==> src/rtl/fec_dec_rx_filter.sv <==
// rtl/fec_dec_rx_filter.sv - FEC decoder receive filter: parses Ethernet/FEC headers and forwards accepted payload
module fec_dec_rx_filter #(
    parameter logic [15:0] g_fec_ethertype = 16'h0800,
    parameter int          g_max_words     = 760
) (
    input  logic        clk_i,
    input  logic        rst_n_i,
    input  logic        snk_cyc_i,
    input  logic        snk_stb_i,
    input  logic        snk_we_i,
    input  logic [1:0]  snk_sel_i,
    input  logic [1:0]  snk_adr_i,
    input  logic [15:0] snk_dat_i,
    output logic        snk_stall_o,
    output logic        snk_ack_o,
    output logic        src_cyc_o,
    output logic        src_stb_o,
    output logic        src_we_o,
    output logic [1:0]  src_sel_o,
    output logic [1:0]  src_adr_o,
    output logic [15:0] src_dat_o,
    input  logic        src_stall_i,
    input  logic        src_ack_i,
    input  logic        cfg_en_i,
    input  logic [47:0] cfg_mac_i,
    output logic        hdr_valid_o,
    output logic [15:0] hdr_fec_id_o,
    output logic [3:0]  hdr_frag_o,
    output logic [11:0] hdr_len_o,
    output logic [31:0] rx_cnt_o,
    output logic [31:0] drp_cnt_o,
    output logic [31:0] err_cnt_o
);

    localparam int CW = $clog2(g_max_words + 1);

    typedef enum logic [1:0] {IDLE, HDR, FWD, DROP} state_t;

    state_t        state, state_nx;
    logic          cyc_q;
    logic [3:0]    k;
    logic          mac_ok, bc_ok;
    logic [15:0]   fec_id_q;
    logic [CW-1:0] pay_cnt;
    logic          err_flag;
    logic          take, data_word, sof, hdr_word, hdr_drop, hdr_done, fwd_end, err_inc;
    logic [15:0]   mac_word;
    logic          unused_ok;

    assign unused_ok = &{1'b0, snk_we_i, src_ack_i};
    assign src_adr_o = 2'b00;

    assign take      = snk_cyc_i & snk_stb_i & ~snk_stall_o;
    assign data_word = take & (snk_adr_i == 2'b00);
    assign sof       = snk_cyc_i & ~cyc_q;
    // A word arriving together with the rising cyc is already header word 0.
    assign hdr_word  = data_word & ((state == HDR) | ((state == IDLE) & sof));
    assign mac_word  = (k == 4'd0) ? cfg_mac_i[47:32] :
                       (k == 4'd1) ? cfg_mac_i[31:16] : cfg_mac_i[15:0];
    assign hdr_drop  = hdr_word & (k == 4'd6) &
                       (~(mac_ok | bc_ok) | ~cfg_en_i | (snk_dat_i != g_fec_ethertype));
    assign hdr_done  = hdr_word & (k == 4'd8);
    assign fwd_end   = (state == FWD) & ~snk_cyc_i & ~(src_stb_o & src_stall_i);
    assign err_inc   = ((state == HDR) & ~snk_cyc_i) | (fwd_end & err_flag);

    always_ff @(posedge clk_i) begin
        if (!rst_n_i) state <= IDLE;
        else          state <= state_nx;
    end

    always_comb begin
        state_nx    = state;
        snk_stall_o = 1'b0;
        case (state)
            IDLE: if (sof) state_nx = HDR;
            HDR: begin
                if (!snk_cyc_i)    state_nx = IDLE;
                else if (hdr_drop) state_nx = DROP;
                else if (hdr_done) state_nx = FWD;
            end
            FWD: begin
                snk_stall_o = src_stall_i;
                if (fwd_end) state_nx = IDLE;
            end
            DROP: if (!snk_cyc_i) state_nx = IDLE;
            default: state_nx = IDLE;
        endcase
    end

    always_ff @(posedge clk_i) begin
        if (!rst_n_i) begin
            cyc_q        <= 1'b0;
            snk_ack_o    <= 1'b0;
            k            <= '0;
            mac_ok       <= 1'b0;
            bc_ok        <= 1'b0;
            fec_id_q     <= '0;
            pay_cnt      <= '0;
            err_flag     <= 1'b0;
            src_cyc_o    <= 1'b0;
            src_stb_o    <= 1'b0;
            src_we_o     <= 1'b0;
            src_sel_o    <= '0;
            src_dat_o    <= '0;
            hdr_valid_o  <= 1'b0;
            hdr_fec_id_o <= '0;
            hdr_frag_o   <= '0;
            hdr_len_o    <= '0;
            rx_cnt_o     <= '0;
            drp_cnt_o    <= '0;
            err_cnt_o    <= '0;
        end else begin
            cyc_q       <= snk_cyc_i;
            snk_ack_o   <= take;
            hdr_valid_o <= 1'b0;

            if (hdr_word)           k <= k + 4'd1;
            else if (state != HDR)  k <= '0;

            if (hdr_word && k <= 4'd2) begin
                mac_ok <= ((k == 4'd0) | mac_ok) & (snk_dat_i == mac_word);
                bc_ok  <= ((k == 4'd0) | bc_ok) & (snk_dat_i == 16'hffff);
            end
            if (hdr_word && k == 4'd7) fec_id_q <= snk_dat_i;

            if (hdr_done) begin
                hdr_fec_id_o <= fec_id_q;
                hdr_frag_o   <= snk_dat_i[15:12];
                hdr_len_o    <= snk_dat_i[11:0];
                hdr_valid_o  <= 1'b1;
                src_cyc_o    <= 1'b1;
                src_we_o     <= 1'b1;
                pay_cnt      <= '0;
                err_flag     <= 1'b0;
            end

            if (state == FWD) begin
                // A word is only taken from the sink while the source is not stalled.
                if (data_word && pay_cnt < CW'(g_max_words)) begin
                    src_stb_o <= 1'b1;
                    src_dat_o <= snk_dat_i;
                    src_sel_o <= snk_sel_i;
                    pay_cnt   <= pay_cnt + 1'b1;
                end else if (!src_stall_i) begin
                    src_stb_o <= 1'b0;
                end
                if (take && snk_adr_i == 2'b10 && snk_dat_i[1]) err_flag <= 1'b1;
                if (fwd_end) begin
                    src_cyc_o <= 1'b0;
                    src_we_o  <= 1'b0;
                    src_stb_o <= 1'b0;
                    if (!err_flag) rx_cnt_o <= rx_cnt_o + 32'd1;
                end
            end

            if (err_inc)                      err_cnt_o <= err_cnt_o + 32'd1;
            if (state == DROP && !snk_cyc_i)  drp_cnt_o <= drp_cnt_o + 32'd1;
        end
    end

endmodule
==> config.mk <==
export PLATFORM = sky130hd
export DESIGN_NAME = fec_dec_rx_filter
export DESIGN_NICKNAME = d
export VERILOG_FILES = /design/src/rtl/fec_dec_rx_filter.sv
export SDC_FILE = /design/constraint.sdc
export NUM_CORES = 1
export LEC_CHECK = 0
export ABC_AREA = 1
export ABC_CLOCK_PERIOD_IN_PS = 3900
export CAP_MARGIN = 20
export CELL_PAD_IN_SITES_DETAIL_PLACEMENT = 0
export CELL_PAD_IN_SITES_GLOBAL_PLACEMENT = 1
export CORE_MARGIN = 5
export CORE_UTILIZATION = 38
export CTS_BUF_LIST = sky130_fd_sc_hd__clkbuf_16
export DETAILED_ROUTE_END_ITERATION = 10
export PLACE_DENSITY_LB_ADDON = 0.1
export RECOVER_POWER = 100
export SKIP_LAST_GASP = 1
export SLEW_MARGIN = 0
export SYNTH_ARGS = -nofsm -noshare
export SYNTH_HDL_FRONTEND = slang
export SYNTH_SLANG_ARGS = --single-unit
==> constraint.sdc <==
create_clock -name clk_i -period 3.9 [get_ports clk_i]
set_input_delay 0.585 -clock clk_i [delete_from_list [all_inputs] [get_ports clk_i]]
set_output_delay 0.585 -clock clk_i [all_outputs]
set_load 0.01 [all_outputs]
==> results_dict.tcl <==
set metrics [dict create \
    numClockSinks 187 \
    final_util 0.509 \
    ioPinCount 230 \
    setup_viol 0 \
    cp_slowest_cell "dlygate4sd3_1" \
    numCtsBuffers 17 \
    drcViolationCount 0 \
    cp-end-kind "register" \
    clk_latency_ns 0.43 \
    async_flop_share 0 \
    synth_common_cells "nand2_1 (310), dfxtp_1 (187), a21oi_1 (146)" \
    crit_chain "dlygate4sd3_1 > clkinv_1 > nand4_1 > nor2_1 > nand3_2 > nor2_1 > nand2_1 > nor2_1 > o21ai_0 > a21oi_1" \
    drive_gt1_frac 0.0407 \
    first_global_vias 9190 \
    areaGrowthSynthToFinish_pct 31.6 \
    synth_area_um2 9420 \
    num_rows 57 \
    slew_headroom -0.0548 \
    rsz0062_at_grt "no" \
    use_met2 0.341 \
    arrival_ns 3.38 \
    skew_ns 0.0110 \
    cap_violations 1 \
    synth_edf_count 0 \
    fin_crit_ns 3.03 \
    powerDensity_nw_per_um2 325 \
    cp_data_required_time_ns 4.25 \
    ys.flop_type "dfxtp_1" \
    io_buffers 225 \
    post-route-period-util 0.776 \
    critPathLaunchType "input pin" \
    status "complete, but fails checks" \
    via_count 9590 \
    die-area_um2 28000 \
    cp_max_fo 11 \
    clk_pin_slew_worst_paths_ns 0.07 \
    yosys_warnings 0 \
    busiest_layer "met2" \
    ant_nets 0 \
    seq_area_frac_synth 0.397 \
    first_pass_iters 5 \
    grt_max_degree 79 \
    cts-resized-gates 0 \
    hold_violations 0 \
    antenna_cells 0 \
    wl_mm 29.0 \
    worst_r2r_path_depth 10 \
    drt-initial-drc-count 586 \
    fmax_mhz 331 \
    min_path_type "register to register" \
    root_buffer "clkbuf_16" \
    grtUsageMet3 0.0410 \
    yosys-top-cells-area "dfxtp_1 (40%), nand2_1 (12%), a21oi_1 (7.8%)" \
    p_leak_uw 0.00490 \
    grt_util_met1 0.265 \
    nets 1670 \
    synth_top_area_frac 0.397 \
    synth_cell_types 42 \
    cts_tree "yes" \
    critPathKind "input pin to register" \
    gp_congestion 0.828 \
    holdBufCountCts 0 \
    core_um2 24400 \
    worst_pin_slew_ns 1.58 \
    synth_seq_cells 187 \
    violations "max-capacitance violations, max-slew violations" \
    avgRoutedWirePerCell_um 15.1 \
    grt_antenna_before_repair 0 \
    grt_use_total 0.204 \
    ir_worst_vdd_v 0.000218 \
    hold_depth 2 \
    syn_inst 1385 \
    grt_pass1_wl_mm 47.5 \
    slew_violations 79 \
    via_per_inst 4.99 \
    die_height_um 167 \
    die_w_um 167 \
    overflow 0 \
    netlist.top_cell.by_area "dfxtp_1" \
    yosysMostFrequentCell "nand2_1" \
    htreeDepth 4 \
    initial_core_util 0.386 \
    crit_top_cell "nor2_1" \
    avgSynthCellArea_um2 6.80 \
    slowest_delay_ns 0.60 \
    hpwl_mm 21.2 \
    fin_setup_tns_ns 0 \
    postCtsSetupBuffers 0 \
    cts_buffer_depth 2 \
]
state kept, by name (all words and copies together) (netlist names), 2 cells and up:
register      count
drp_cnt_o        32
err_cnt_o        32
fec_id_q         16
hdr_fec_id_o     16
hdr_frag_o        4
hdr_len_o        12
k                 4
pay_cnt          10
rx_cnt_o         32
src_dat_o        16
src_sel_o         2
state             2
stage by stage:
| stage | hold slack, ns | instances | total power [µW] | worst slack [ns] | area (µm²) |
|---|---|---|---|---|---|
| floorplan | 0.435 | 1386 | 2220 | 1.99 | 9430 |
| global placement | 0.436 | 1891 | 2390 | 0.917 | 11900 |
| detailed placement | 0.445 | 1891 | 2390 | 0.893 | 11900 |
| CTS | 0.457 | 1923 | 4100 | 1.34 | 12500 |
| global route | 0.470 | 1923 | 4200 | 0.606 | 12400 |
| finish | 0.452 | 1923 | 4040 | 0.875 | 12400 |
routing by layer:
| layer | vias to the layer above | share of wire |
|---|---|---|
| met5 | - | 0 |
| met4 | 0 | 0.021 |
| met3 | 34 | 0.045 |
| met2 | 181 | 0.47 |
| met1 | 4393 | 0.46 |
| li1 | 4982 | - |
report_power, final:
| part | total (µW) | switching, µW | internal, µW | leakage (µW) |
|---|---|---|---|---|
| Sequential | 1950 | 24.8 | 1930 | 0.00151 |
| Combinational | 384 | 228 | 156 | 0.00312 |
| Clock | 1700 | 804 | 895 | 0.000278 |
cell type report:
class	count	area, µm²
clock buffers	17	425
clock inverters	15	138
fillers	2568	12000
inverters	146	549
multi-input cells	1000	4830
flip-flops and latches	187	3740
well taps	324	405
repair buffers	234	2320
worst paths after layout:
check	startpoint	endpoint	slack, ns
max	snk_cyc_i	rx_cnt_o[23]	0.87
min	src_cyc_o	src_cyc_o	0.45
max reg2reg	state[1]	rx_cnt_o[23]	1.11
min reg2reg	src_cyc_o	src_cyc_o	0.45
worst max-delay path: cells and delay by family:
kind            cells  cell delay, ns
simple gates        6            1.73
buf+inv             2            0.76
compound gates      2            0.29
cell usage in the layout (no fill, tap or decap), types with 3 or more instances in the layout:
cell type        netlist  final
a211oi_1               5      5
a21oi_1              146    146
a31oi_1                3      3
buf_4                  7      5
clkbuf_16              0     17
clkdlybuf4s50_1        0     70
clkinv_1               1      3
clkinv_2               0      3
dfxtp_1              187    187
dlygate4sd3_1          0    154
ha_1                   8      8
inv_1                139    142
inv_6                  0      6
nand2_1              310    311
nand3_1              144    147
nand3b_1               5      5
nand4_1               28     29
nor2_1               123    134
nor2_4                 7      4
nor3_1                57     56
nor3b_1                7      7
nor4_1                12     12
o21a_1                 5      5
o21ai_0               70     70
or2_2                 12     12
xnor2_1               13     13
xor2_1                14     14
cell families after synthesis:
family | count (synthesis) | synth area share
compound gates | 236 | 0.131
fa+ha+maj | 8 | 0.0106
other cells | 1 | 0.000398
flops | 187 | 0.397
xor+xnor | 27 | 0.0251
simple gates | 727 | 0.351
buf+inv | 199 | 0.0852
(Power assumes the default switching activity.)
==> edit 1: new RTL, config.mk and constraints unchanged <==
Set the parameter `g_max_words` to 3040 (it was 760).
--- a/src/rtl/fec_dec_rx_filter.sv
+++ b/src/rtl/fec_dec_rx_filter.sv
@@ -3,3 +3,3 @@
     parameter logic [15:0] g_fec_ethertype = 16'h0800,
-    parameter int          g_max_words     = 760
+    parameter int          g_max_words     = 3040
 ) (
Check against the original RTL: no difference found for any inputs over 10 cycles, from zero or initial values and one cycle with rst_n_i low; that may be too few to reach the edited logic, so the function may still have changed.
==> edit 1 against the unedited design <==
  * The run still ends with max-capacitance violations, max-slew violations left
  * Total power increased by 1.5%
  * Non-clock buffer count increased by 1
  * Sequential cell count increased by 2
  * Design area increased by 1.8%
  * Core utilization decreased by 0.54 points
  * Via count increased by 2.6%
  * Wire length increased by 1.8%
  * Critical path depth unchanged
  * Count of clock-buffer cells in the layout unchanged
  * Maximum frequency decreased by 1.9%
  * Worst setup slack got worse by 59 ps
  * Highest routed layer unchanged
  * Synthesized area increased by 2.3%
  * Combinational power increased by 5.2%
==> edit 1: results (changes against the unedited design) <==
[cells_and_area]
final_nets = 1712  ; +2.5%
post-route-util_pct = 50.3  ; -0.54 points
antenna_cells = 0  ; unchanged
reg_top3 = drp_cnt_o (32), err_cnt_o (32), rx_cnt_o (32)
n_fill_cell = 2639  ; +2.8%
drive_above_1_share_pct = 4.45  ; +0.38 points

[critical_path]
r2r_slack_ps = 960  ; -150 ps
r2r-start = k[2]
r2r_end = mac_ok
rr_worst_depth = 11  ; +1
crit_path_max_fanout = 9  ; -2
required_ps = 4260  ; about the same

[logic_synthesis]
netlist_instances = 1427  ; +3.0%
synth.area.top_cells = dfxtp_1 (39%), nand2_1 (13%), a21oi_1 (7.5%)
synth_compound_area_share_pct = 13.2  ; +0.11 points
ys.flop_type = dfxtp_1
yosysWarnings = 0  ; unchanged
synthMuxAreaShare_pct = 0  ; unchanged
ys_types = 51  ; +21%
ys_seq_area_share_pct = 39.3  ; -0.47 points
synth_xor_xnor_area_share_pct = 2.54  ; +0.035 points
synth.cells.most_frequent = nand2_1 (342), dfxtp_1 (189), a21oi_1 (145)
synthAdderAreaFrac_pct = 1.04  ; -0.024 points

[power_and_ir_drop]
powerClk_mw = 1.72
netSwitchingFraction_pct = 27.5  ; +1.3 points
cellPowerDensity_mw_per_mm2 = 324  ; -0.31%
leakagePower_nw = 5.00  ; +1.9%
comb-power_uw = 404  ; +5.2%
ir_drop_v = 0.000206  ; -5.4%

[place]
pre_cts_ws_ps = 833  ; -60.0 ps
place.gp.congestion = 0.866  ; +4.5%
placedCellCount = 1939  ; +2.5%
hpwl_um = 21600  ; +2.0%
placed_area_mm2 = 0.0121  ; +1.9%

[global_routing]
grt_usage_pct = 20.4  ; +0.077 points
grt_use_met2_pct = 33.4  ; -0.67 points
grt_pass1_vias = 9310  ; +1.3%
grt_use_met3_pct = 5.33  ; +1.2 points
use_met1_pct = 27.3  ; +0.78 points
grt_pass1_wl_um = 48300  ; +1.7%
grt_max_degree = 85  ; +7.6%

[timing]
final_max_slew_viol_count = 138  ; +75%
clock_skew_ps = 15.8  ; +4.82 ps
period_needed_ps = 3080  ; +59.3 ps
tightest_slew_ps = 2100  ; +517 ps
whs_ps = 451  ; -1.44 ps

[outcome]
status = finished with violations
violations = max-capacitance violations, max-slew violations

[drt]
firstDrtPassIters = 5  ; unchanged
finalWirelength_um = 29500  ; +1.8%
wl_met1_um = 13600  ; +1.8%
vias = 9840  ; +2.6%
wl_met2_um = 13700  ; -0.27%
met3RoutedLength_um = 1960  ; +51%
routedWlPerCell_um = 15.0  ; -0.64%
drt_iter0_markers = 549  ; -6.3%

[clocking]
clkTransAtPathRegs_ps = 70  ; about the same
cts_setup_buffers = 0  ; unchanged

[hold_path]
hp-class = flip-flop to flip-flop

[run]
max-cap-violations = 2  ; +1

==> edit 1: changes by cell type after synthesis, moves of 3 or more <==
cell / change
o21ai_0: -5
a31oi_1: +4
nor2_1: +11
nand2_1: +32
nand3_2: -3
nor2_2: -7
o21ai_1: +6
nand3_1: -8
clkbuf_1: +4
o21a_1: -3
nor4_1: -4
nor3b_1: -4
inv_2: +4
==> edit 1: worst max-delay path: stages <==
cell and delay (ps):
dlygate4sd3_1 630, inv_1 200, nand3_1 200, nor2_1 570
nand2_2 200, nor2_4 180, nand4_1 280, nor2_1 290
o21ai_0 110, a21oi_1 200
==> edit 1: worst max-delay path by stage <==
| stage | startpoint | end | cells after the start |
|---|---|---|---|
| final | snk_cyc_i | rx_cnt_o[23] | 10 |
| after global routing | rst_n_i | pay_cnt[4] | 6 |
| after CTS | snk_cyc_i | hdr_fec_id_o[11] | 9 |
| after detailed placement | snk_cyc_i | hdr_fec_id_o[6] | 9 |
| after global placement | snk_cyc_i | hdr_frag_o[2] | 9 |
| after floorplan | snk_cyc_i | drp_cnt_o[18] | 10 |
==> edit 1: layout make-up <==
| cell class | instances | area, um^2 | area share (%) |
|---|---|---|---|
| Multi-Input combinational cell | 1035 | 4970 | 39.3 |
| Sequential cell | 189 | 3780 | 29.9 |
| Timing Repair Buffer | 235 | 2320 | 18.4 |
| Inverter | 150 | 566 | 4.48 |
| Clock buffer | 17 | 425 | 3.37 |
| Tap cell | 330 | 413 | 3.27 |
| Clock inverter | 15 | 155 | 1.23 |
==> edit 1: kinds of logic (layout without fill, tap and decap cells) <==
logic type | after synthesis | count (layout)
buffers and inverters | 204 | 417
flip-flops | 189 | 189
AND/OR/NAND/NOR | 756 | 756
AO/OA/AOI/OAI | 241 | 241
XOR/XNOR | 28 | 28
adder cells (fa/ha/maj) | 8 | 8
other | 1 | 2
==> edit 2: new RTL, same flow settings <==
Made on the original files. Make the reset (`rst_n_i`) asynchronous in 2 clocked blocks.
--- a/src/rtl/fec_dec_rx_filter.sv
+++ b/src/rtl/fec_dec_rx_filter.sv
@@ -65,3 +65,3 @@
 
-    always_ff @(posedge clk_i) begin
+    always_ff @(posedge clk_i or negedge rst_n_i) begin
         if (!rst_n_i) state <= IDLE;
@@ -89,3 +89,3 @@
 
-    always_ff @(posedge clk_i) begin
+    always_ff @(posedge clk_i or negedge rst_n_i) begin
         if (!rst_n_i) begin
Formal check against the unedited RTL: differs if rst_n_i is asserted again (counterexample within 4 cycles, from zero or initial values and one cycle with rst_n_i low); with rst_n_i held inactive, the same outputs for 10 cycles.
==> edit 2 against the unedited design <==
  * The run still ends with max-capacitance violations, max-slew violations left
  * Worst setup slack got worse by 45 ps
  * Combinational power rose by 76%
  * Total power increased by 12%
  * Critical endpoint is now rx_cnt_o[28]
  * Sequential cell count unchanged
  * Synthesized area up 2.0%
  * Wire length is 12% lower
  * Design area increased by 0.97%
  * Critical path type unchanged
  * Highest routed layer unchanged
  * Synthesized cell count shrank 19%
==> edit 2: results (changes against the unedited design) <==
[drt]
drt_iter0_markers = 515  ; -12%
met3RoutedLength_um = 1740  ; +34%
vias_per_cell = 4.71  ; -5.6%
firstDrtPassIters = 5  ; unchanged
top_layer_used = met4
routedWlPerCell_um = 15.1  ; +0.26%
wl_met2_um = 12000  ; -13%
wl_met1_um = 11500  ; -14%

[place]
portBuffers = 225  ; unchanged
hpwl_um = 19200  ; -9.4%
place.gp.congestion = 0.837  ; +1.1%

[timing]
clock_skew_ps = 14.0  ; +3.00 ps
tightest_slew_ps = 2110  ; +529 ps
final_max_slew_viol_count = 81  ; +2.5%

[global_routing]
grt_pass1_vias = 7766  ; -15%
grt_pass1_wl_um = 41500  ; -13%
antenna_found_initial = 0  ; unchanged
grt_max_degree = 82  ; +3.8%
grt_usage_pct = 18.0  ; -2.4 points

[clocking]
cts_buffer_depth = 2  ; unchanged
cts_setup_buffers = 0  ; unchanged
worstSkewPairLatency_ps = 430  ; about the same
cts.htree.levels = 4  ; unchanged
root_buffer = clkbuf_16
cts_resized = 0  ; unchanged
cts_buffers = 17  ; unchanged
clkTransAtPathRegs_ps = 70  ; about the same

[power_and_ir_drop]
ir_drop_v = 0.000311  ; +43%
leakagePower_nw = 6.39  ; +30%

[logic_synthesis]
ys_seq_area_share_pct = 48.7  ; +8.9 points
synth.cells.most_frequent = nand2_1 (294), dfrtp_1 (187), inv_1 (117)
async_reset_ff_share_pct = 100  ; +100 points
yosysWarnings = 0  ; unchanged
ys_types = 47  ; +12%
synth.area.top_cells = dfrtp_1 (49%), nand2_1 (11%), xor2_1 (6.1%)

[cells_and_area]
reg_top3 = drp_cnt_o (32), err_cnt_o (32), rx_cnt_o (32)
n_fill_cell = 2461  ; -4.2%
drive_above_1_share_pct = 5.44  ; +1.4 points
antenna_cells = 0  ; unchanged
final_nets = 1432  ; -14%

[critical_path]
arrival_ps = 3420  ; +40 ps
crit_path_max_fanout = 10  ; -1
r2r_slack_ps = 910  ; -200 ps

[run]
max-cap-violations = 1  ; unchanged

[hold_path]
hp-class = flip-flop to flip-flop

[outcome]
violations = max-capacitance violations, max-slew violations
status = finished with violations

[edit 2: cell count changes in the layout (fill, tap and decap cells not counted), moves of 16 or more]
cell	change
a21oi_1	-135
dfrtp_1	+187
dfxtp_1	-187
inv_1	-22
nand3_1	-46
nor2_1	-56
nor3_1	-16
xor2_1	+53
[edit 2: cell type report]
class                      count  area, um^2  area share, %
sequential                   187        4680           37.4
multi-input combinational    785        4070           32.5
timing repair buffer         233        2320           18.5
inverter                     124         465           3.72
clock buffer                  17         425           3.40
tap                          330         413           3.30
clock inverter                15         153           1.22
[edit 2: per-layer routing]
layer / global-route usage (%) / vias up
li1: - / 4068
met1: 23.5 / 3675
met2: 29.4 / 198
met3: 5.46 / 21
met4: 4.24 / 0
met5: 0 / -
[edit 2: path summary, 6_finish.rpt]
| kind | from | to | cells after the start |
|---|---|---|---|
| worst min-delay path | rx_cnt_o[31] | rx_cnt_o[31] | 1 |
| worst min register to register | rx_cnt_o[31] | rx_cnt_o[31] | 1 |
| min in group asynchronous | rst_n_i | rx_cnt_o[9] | 1 |
| worst max-delay path | snk_cyc_i | rx_cnt_o[28] | 9 |
| max in group asynchronous | rst_n_i | drp_cnt_o[10] | 2 |
| worst max register to register | state[1] | rx_cnt_o[28] | 9 |
[edit 2: critical path, cell delays in order]
cell,delay (ps)
dlygate4sd3_1,600
inv_1,220
nand3_4,150
nor2_1,830
nand4_1,330
nor2_1,300
nand2_1,130
nor2_1,130
xor2_1,140
[edit 2: per-stage QoR]
step	cell area [um^2]	hold WS [ps]	instances	utilization (%)	worst slack [ps]
finish	12500	465	1691	50.0	829
global route	12500	496	1691	50.0	601
CTS	12800	215	1691	51.0	1330
detailed placement	12200	454	1659	48.7	875
global placement	12200	452	1659	48.7	906
floorplan	9620	289	1124	-	2020
[edit 2: logic make-up after synthesis]
group	after synthesis	synth area share, %
AND/OR/NAND/NOR	598	30.4
flip-flops	187	48.7
buffers and inverters	152	6.65
XOR/XNOR	92	8.38
AO/OA/AOI/OAI	84	4.74
adder cells (fa/ha/maj)	8	1.04
other	1	0.0390
multiplexers	1	0.117
[edit 2: power by group]
group	total, mW	switching [mW]	internal (mW)	leakage (nW)
sequential	2.12	0.100	2.02	2.49
combinational	0.677	0.374	0.303	3.61
clock	1.74	0.832	0.907	0.286
